File: config.mk
export PLATFORM = sky130hd
export DESIGN_NAME = vc_tx_arbiter
export DESIGN_NICKNAME = d
export VERILOG_FILES = /design/src/rtl/vc_tx_arbiter.sv
export SDC_FILE = /design/constraint.sdc
export NUM_CORES = 1
export LEC_CHECK = 0
export CORE_MARGIN = 4
export CORE_UTILIZATION = 55
export DETAILED_ROUTE_END_ITERATION = 8
export GPL_ROUTABILITY_DRIVEN = 0
export PLACE_DENSITY = 0.75
export SYNTH_ARGS = -nofsm -noshare
export SYNTH_HDL_FRONTEND = slang
export SYNTH_SLANG_ARGS = --single-unit
export TNS_END_PERCENT = 5
File: constraint.sdc
create_clock -name clk -period 8.9 [get_ports clk]
set_input_delay 0.89 -clock clk [delete_from_list [all_inputs] [get_ports clk]]
set_output_delay 0.89 -clock clk [all_outputs]
set_load 0.1 [all_outputs]
File: src/rtl/vc_tx_arbiter.sv
// vc_tx_arbiter: ingress words are steered by their VC field into per-VC FIFOs and drained to one
// egress port by a round-robin arbiter. Define VC_ARB_STRICT_PRIO_EN for fixed lowest-index priority.

module vc_tx_fifo #(
  parameter int DATA_WIDTH = 6,
  parameter int ADDR_WIDTH = 2
) (
  input  logic                  clk,
  input  logic                  reset,
  input  logic                  flush,
  input  logic                  wr_en,
  input  logic [DATA_WIDTH-1:0] wr_data,
  input  logic                  rd_en,
  output logic [DATA_WIDTH-1:0] rd_data,
  output logic [ADDR_WIDTH:0]   count
);
  localparam int DEPTH = 2**ADDR_WIDTH;
  localparam logic [ADDR_WIDTH-1:0] PTR_ONE = ADDR_WIDTH'(1);
  localparam logic [ADDR_WIDTH:0]   CNT_ONE = (ADDR_WIDTH+1)'(1);

  logic [DATA_WIDTH-1:0] mem_q [DEPTH];
  logic [ADDR_WIDTH-1:0] wr_ptr_q, wr_ptr_d, rd_ptr_q, rd_ptr_d;
  logic [ADDR_WIDTH:0]   cnt_q, cnt_d;

  always_comb begin
    wr_ptr_d = wr_ptr_q;
    rd_ptr_d = rd_ptr_q;
    cnt_d    = cnt_q;
    if (flush) begin
      wr_ptr_d = '0;
      rd_ptr_d = '0;
      cnt_d    = '0;
    end else begin
      if (wr_en) wr_ptr_d = wr_ptr_q + PTR_ONE;
      if (rd_en) rd_ptr_d = rd_ptr_q + PTR_ONE;
      case ({wr_en, rd_en})
        2'b10:   cnt_d = cnt_q + CNT_ONE;
        2'b01:   cnt_d = cnt_q - CNT_ONE;
        default: cnt_d = cnt_q;
      endcase
    end
  end

  always_ff @(posedge clk or negedge reset) begin
    if (!reset) begin
      wr_ptr_q <= '0;
      rd_ptr_q <= '0;
      cnt_q    <= '0;
    end else begin
      wr_ptr_q <= wr_ptr_d;
      rd_ptr_q <= rd_ptr_d;
      cnt_q    <= cnt_d;
    end
  end

  // Storage needs no reset; the count gates every read that matters.
  always_ff @(posedge clk) begin
    if (wr_en) mem_q[wr_ptr_q] <= wr_data;
  end

  assign rd_data = mem_q[rd_ptr_q];
  assign count   = cnt_q;
endmodule

module vc_tx_arbiter #(
  parameter int DATA_WIDTH   = 6,
  parameter int VC_IDX_WIDTH = 2,
  parameter int ADDR_WIDTH   = 2
) (
  input  logic                      clk,
  input  logic                      reset,
  input  logic                      init,
  input  logic [ADDR_WIDTH:0]       umbral_af,
  input  logic [ADDR_WIDTH:0]       umbral_ae,
  input  logic                      push,
  input  logic [DATA_WIDTH-1:0]     data_in,
  input  logic                      pop,
  output logic [DATA_WIDTH-1:0]     data_out,
  output logic                      out_valid,
  output logic [VC_IDX_WIDTH-1:0]   out_vc,
  output logic [2**VC_IDX_WIDTH-1:0] empty_vec,
  output logic [2**VC_IDX_WIDTH-1:0] almost_full_vec,
  output logic [2**VC_IDX_WIDTH-1:0] almost_empty_vec,
  output logic                      error_out,
  output logic                      active_out,
  output logic                      idle_out,
  output logic [2:0]                state
);
  localparam int NUM_VC = 2**VC_IDX_WIDTH;
  localparam int DEPTH  = 2**ADDR_WIDTH;

  localparam logic [2:0] ST_RESET  = 3'd0;
  localparam logic [2:0] ST_INIT   = 3'd1;
  localparam logic [2:0] ST_IDLE   = 3'd2;
  localparam logic [2:0] ST_ACTIVE = 3'd3;
  localparam logic [2:0] ST_ERROR  = 3'd4;

  localparam logic [ADDR_WIDTH:0] CNT_FULL = (ADDR_WIDTH+1)'(DEPTH);
  localparam logic [ADDR_WIDTH:0] AF_RST   = (ADDR_WIDTH+1)'(DEPTH-1);
  localparam logic [ADDR_WIDTH:0] AE_RST   = (ADDR_WIDTH+1)'(1);

  logic [2:0]                  state_q, state_d;
  logic [ADDR_WIDTH:0]         af_q, af_d, ae_q, ae_d;
  logic [VC_IDX_WIDTH-1:0]     rr_q, rr_d;
  logic [DATA_WIDTH-1:0]       data_out_q, data_out_d;
  logic                        out_valid_q, out_valid_d;
  logic [VC_IDX_WIDTH-1:0]     out_vc_q, out_vc_d;
  logic                        error_q, error_d;

  logic [NUM_VC-1:0][ADDR_WIDTH:0]   cnt;
  logic [NUM_VC-1:0][DATA_WIDTH-1:0] head;
  logic [NUM_VC-1:0]                 wr_en, rd_en;

  logic                    run, flush, push_full, push_ok, err_evt, gnt_any;
  logic [VC_IDX_WIDTH-1:0] push_vc, gnt_idx, cand;

  assign run       = (state_q == ST_IDLE) || (state_q == ST_ACTIVE);
  assign flush     = (state_q == ST_INIT);
  assign push_vc   = data_in[DATA_WIDTH-1 -: VC_IDX_WIDTH];
  // Full is judged on the pre-grant count, so a same-cycle grant never rescues a push.
  assign push_full = (cnt[push_vc] == CNT_FULL);
  assign push_ok   = run && push && !push_full;
  assign err_evt   = run && push && push_full;

  for (genvar v = 0; v < NUM_VC; v++) begin : g_vc
    assign wr_en[v] = push_ok && (push_vc == VC_IDX_WIDTH'(v));
    assign rd_en[v] = gnt_any && (gnt_idx == VC_IDX_WIDTH'(v));

    vc_tx_fifo #(.DATA_WIDTH(DATA_WIDTH), .ADDR_WIDTH(ADDR_WIDTH)) u_fifo (
      .clk     (clk),
      .reset   (reset),
      .flush   (flush),
      .wr_en   (wr_en[v]),
      .wr_data (data_in),
      .rd_en   (rd_en[v]),
      .rd_data (head[v]),
      .count   (cnt[v])
    );

    assign empty_vec[v]        = (cnt[v] == '0);
    assign almost_full_vec[v]  = (cnt[v] >= af_q);
    assign almost_empty_vec[v] = (cnt[v] <= ae_q);
  end

  always_comb begin
    gnt_any = 1'b0;
    gnt_idx = '0;
    cand    = '0;
    for (int i = 0; i < NUM_VC; i++) begin
`ifdef VC_ARB_STRICT_PRIO_EN
      cand = VC_IDX_WIDTH'(i);
`else
      cand = rr_q + VC_IDX_WIDTH'(i + 1);
`endif
      if (run && pop && !gnt_any && !empty_vec[cand]) begin
        gnt_any = 1'b1;
        gnt_idx = cand;
      end
    end
  end

  always_comb begin
    state_d = state_q;
    case (state_q)
      ST_RESET:  if (init) state_d = ST_INIT;
      ST_INIT:   if (!init) state_d = ST_IDLE;
      ST_IDLE: begin
        if (init)         state_d = ST_INIT;
        else if (err_evt) state_d = ST_ERROR;
        else if (push_ok) state_d = ST_ACTIVE;
      end
      ST_ACTIVE: begin
        if (init)         state_d = ST_INIT;
        else if (err_evt) state_d = ST_ERROR;
        else if ((&empty_vec) && !push && !gnt_any) state_d = ST_IDLE;
      end
      ST_ERROR:  if (init) state_d = ST_INIT;
      default:   state_d = ST_RESET;
    endcase
  end

  always_comb begin
    error_d     = (state_d == ST_ERROR);
    af_d        = (flush && init) ? umbral_af : af_q;
    ae_d        = (flush && init) ? umbral_ae : ae_q;
    out_valid_d = gnt_any;
    data_out_d  = gnt_any ? head[gnt_idx] : data_out_q;
    out_vc_d    = gnt_any ? gnt_idx : out_vc_q;
`ifdef VC_ARB_STRICT_PRIO_EN
    rr_d        = rr_q;
`else
    rr_d        = gnt_any ? gnt_idx : rr_q;
`endif
  end

  always_ff @(posedge clk or negedge reset) begin
    if (!reset) begin
      state_q     <= ST_RESET;
      af_q        <= AF_RST;
      ae_q        <= AE_RST;
      rr_q        <= VC_IDX_WIDTH'(NUM_VC - 1);
      data_out_q  <= '0;
      out_valid_q <= 1'b0;
      out_vc_q    <= '0;
      error_q     <= 1'b0;
    end else begin
      state_q     <= state_d;
      af_q        <= af_d;
      ae_q        <= ae_d;
      rr_q        <= rr_d;
      data_out_q  <= data_out_d;
      out_valid_q <= out_valid_d;
      out_vc_q    <= out_vc_d;
      error_q     <= error_d;
    end
  end

  assign data_out   = data_out_q;
  assign out_valid  = out_valid_q;
  assign out_vc     = out_vc_q;
  assign error_out  = error_q;
  assign active_out = (state_q == ST_ACTIVE);
  assign idle_out   = (state_q == ST_IDLE);
  assign state      = state_q;
endmodule

==> impl_metrics.toml <==
[timing]
fin_crit_ps = 4230
finalSetupTns_ps = 0
max-slew-margin-rel_pct = 25.9
slew_viol_final = 0
hold_viol = 0
fmaxAchievable_ghz = 0.236
setup_viol_count_final = 0
finalCritPeriodShare_pct = 47.6
skew_ps = 9.21
tightest_slew_ps = 1110
rsz0062_at_grt = "false"

[cells_and_area]
fin_nets = 617
syn_to_final_growth_pct = 16.2
nFillCells = 944
seqCellArea_mm2 = 0.00412
drive_gt1_share_pct = 13.7
antenna_cells = 0
multi_input_area_mm2 = 0.00278
fin_util_pct = 65.5

[die]
start_util_pct = 56.3
die_w_um = 122
die_h_um = 122
rows = 41
core-area_mm2 = 0.0126
dieArea_mm2 = 0.0148
ioPinCount = 44

[global_route]
antenna_found_initial = 0
grt_pass1_vias = 4477
grt_max_degree = 50
grtUsageTotal_pct = 21.9
grt_overflow = 0
grt_pass1_wl_mm = 24.2

[clocking]
cts-root-buf = "clkbuf_16"
clk_pin_slew_ps = 60
clk_latency_ps = 420
cts_setup_buffers = 0
cts_made_buffers = 17
cts_max_level = 4
cts.repair.resized = 0
postCtsHoldBufs = 0
cts_tree = "done"
clock_sinks = 145
cts_buffer_depth = 2

[setup_path]
arrival_ps = 4580
worstReg2RegEnd = "g_vc[0].u_fifo.count[2]$_DFFE_PN0P_"
crit_path_end_kind = "flip-flop"
rrSetupSlack_ps = 4670
r2r-start = "g_vc[2].u_fifo.count[1]$_DFFE_PN0P_"
required_ps = 9250
crit_path_max_fanout = 13
reg2regPathDepth = 12
crit_type = "reg2reg"
startpoint_type = "flip-flop"

[route]
vias_per_cell = 5.81
ant_nets = 0
dr.pass1.iters = 5
wl_per_cell_um = 20.1
dr_total_vias = 4306
drc = 0
routed_wl_mm = 14.9
drt-initial-drc-count = 311

[pwr]
leakage_nw = 3.10
pwr_density_cell_mw_per_mm2 = 354
peakVddDrop_mv = 0.245

[placement]
portBuffers = 43
dp_hpwl_mm = 10.3

[synthesis]
synth.yosys.warnings = 0
synth_edf_count = 96
yosys.area.top_type = "edfxtp_1"
synth_top_area_share_pct = 40.5
synthesis.area_mm2 = 0.00711
synth_area_per_cell_um2 = 13.9
syn_inst = 513
synthFlopType = "edfxtp_1"
synthTopCellsByArea = "edfxtp_1 41%, dfrtp_1 15%, mux4_2 8.6%"
synthDistinctLibCells = 58
ys_seq_elements = 145
synth.yosys.seq_area_share_pct = 57.9
async_flop_share_pct = 33.8
syn-num-nets = 574

[outcome]
outcome = "finished clean"

[worst_hold_path]
hold_end = "out_vc[1]$_DFFE_PN0N_"
hold_depth = 1
hold_start = "out_vc[1]$_DFFE_PN0N_"
hold_path.class = "reg2reg"

[job]
drv_cap = 0
-- how the worst max path moves through the flow --
stage / startpoint / to / slack [ps] / depth (start not counted)
floorplan: state[1]$_DFF_PN0_ / idle_out / 4710 / 2
global placement: pop / g_vc[1].u_fifo.count[2]$_DFFE_PN0P_ / 4810 / 10
detailed placement: pop / g_vc[1].u_fifo.count[2]$_DFFE_PN0P_ / 4660 / 10
CTS: g_vc[2].u_fifo.count[1]$_DFFE_PN0P_ / g_vc[0].u_fifo.count[2]$_DFFE_PN0P_ / 4730 / 12
global route: g_vc[1].u_fifo.count[1]$_DFFE_PN0P_ / g_vc[0].u_fifo.count[2]$_DFFE_PN0P_ / 4390 / 12
finish: g_vc[2].u_fifo.count[1]$_DFFE_PN0P_ / g_vc[0].u_fifo.count[2]$_DFFE_PN0P_ / 4670 / 12
-- cell type report --
type | count | area share, %
flip-flops and latches | 145 | 49.8
multi-input cells | 314 | 33.7
repair buffers | 49 | 5.69
clock buffers | 17 | 5.15
well taps | 172 | 2.60
clock inverters | 15 | 1.76
inverters | 29 | 1.32
-- power breakdown --
part           switching, mW  total [mW]  internal, mW
clock network          0.298       0.690         0.392
registers              0.104       0.899         0.795
logic                  0.921        1.33         0.414
total                   1.32        2.92          1.60
-- state kept, by name, indices dropped and copies added (netlist names), 2 cells and up --
signal / count
g_vc.u_fifo.mem_q: 96
g_vc.u_fifo.count: 12
data_out: 6
state: 3
af_q: 3
g_vc.u_fifo.rd_ptr_q: 8
rr_q: 2
ae_q: 3
g_vc.u_fifo.wr_ptr_q: 8
out_vc: 2
-- cells by family (layout without fill, tap and decap cells) --
family                   count (synthesis)  after routing  share of synthesized area [%]
XOR/XNOR                                15             15                           1.95
flip-flops                             145            145                           57.9
AO/OA/AOI/OAI                           76             76                           8.02
multiplexers                            47             47                           11.4
buffers and inverters                   54            110                           3.01
adder cells (fa/ha/maj)                 44             44                           8.16
AND/OR/NAND/NOR                        132            132                           9.57
-- per-layer routing --
layer | track usage [%] | part of all wire, % | vias to the layer above
met2 | 35.3 | 49 | 146
met3 | 5.11 | 6.2 | 27
met5 | 0 | 0 | -
met1 | 29.7 | 43 | 2130
met4 | 7.07 | 1.7 | 0
li1 | - | - | 2003
-- synthesized netlist by cell type (3+ instances only) --
| cell type | n |
|---|---|
| o21ai_0 | 12 |
| nand3b_1 | 4 |
| a31oi_1 | 3 |
| a211oi_1 | 6 |
| and2_1 | 21 |
| buf_2 | 3 |
| nor2b_1 | 9 |
| inv_1 | 29 |
| nand2_1 | 28 |
| mux2i_1 | 18 |
| or3_1 | 7 |
| o21a_1 | 9 |
| o22a_1 | 6 |
| a21o_1 | 8 |
| ha_1 | 40 |
| a21oi_1 | 5 |
| nor2_1 | 23 |
| xnor2_1 | 12 |
| dfstp_2 | 5 |
| mux4_2 | 27 |
| nand3_1 | 7 |
| nand2b_1 | 5 |
| dfrtp_1 | 44 |
| buf_1 | 5 |
| nor3_1 | 17 |
| edfxtp_1 | 96 |
| fa_1 | 4 |
| o22ai_1 | 6 |
| clkbuf_1 | 16 |
-- stage by stage --
| step | cell area, µm² | power, mW | setup slack (ps) | cells | hold WS (ps) |
|---|---|---|---|---|---|
| floorplan | 7110 | 1.93 | 4710 | 513 | 472 |
| global placement | 7690 | 2.22 | 4810 | 709 | 482 |
| detailed placement | 7690 | 2.24 | 4660 | 709 | 485 |
| CTS | 8260 | 2.93 | 4730 | 741 | 498 |
| global route | 8260 | 3.07 | 4390 | 741 | 521 |
| finish | 8260 | 2.92 | 4670 | 741 | 491 |
-- cells in the final DEF, fill, tap and decap left out, drive strengths merged, types with 4 or more instances in the layout --
master,n
nand2b,5
mux2i,18
nor2b,9
o21ai,13
nor2,23
nand2,28
clkdlybuf4s50,42
o22a,6
mux4,27
dfstp,5
o22ai,6
ha,40
a21o,8
xnor2,12
buf,7
edfxtp,96
o21a,9
inv,37
fa,4
clkbuf,17
nand3,7
nand3b,4
nor3,17
a21oi,5
dfrtp,44
or3,7
a211oi,6
and2,21
-- critical path, cell delays in order (launching register included) --
cell and delay [ps]:
dfrtp_1 440, or3_1 480, inv_1 190, nor3_1 100, o311ai_2 500, o21ai_0 210, a22oi_1 800, nor2b_1 290
nor2b_1 230, fa_1 430, and2_1 150, mux2i_1 150, mux2i_1 200
Power figures use the tool's default switching activity.
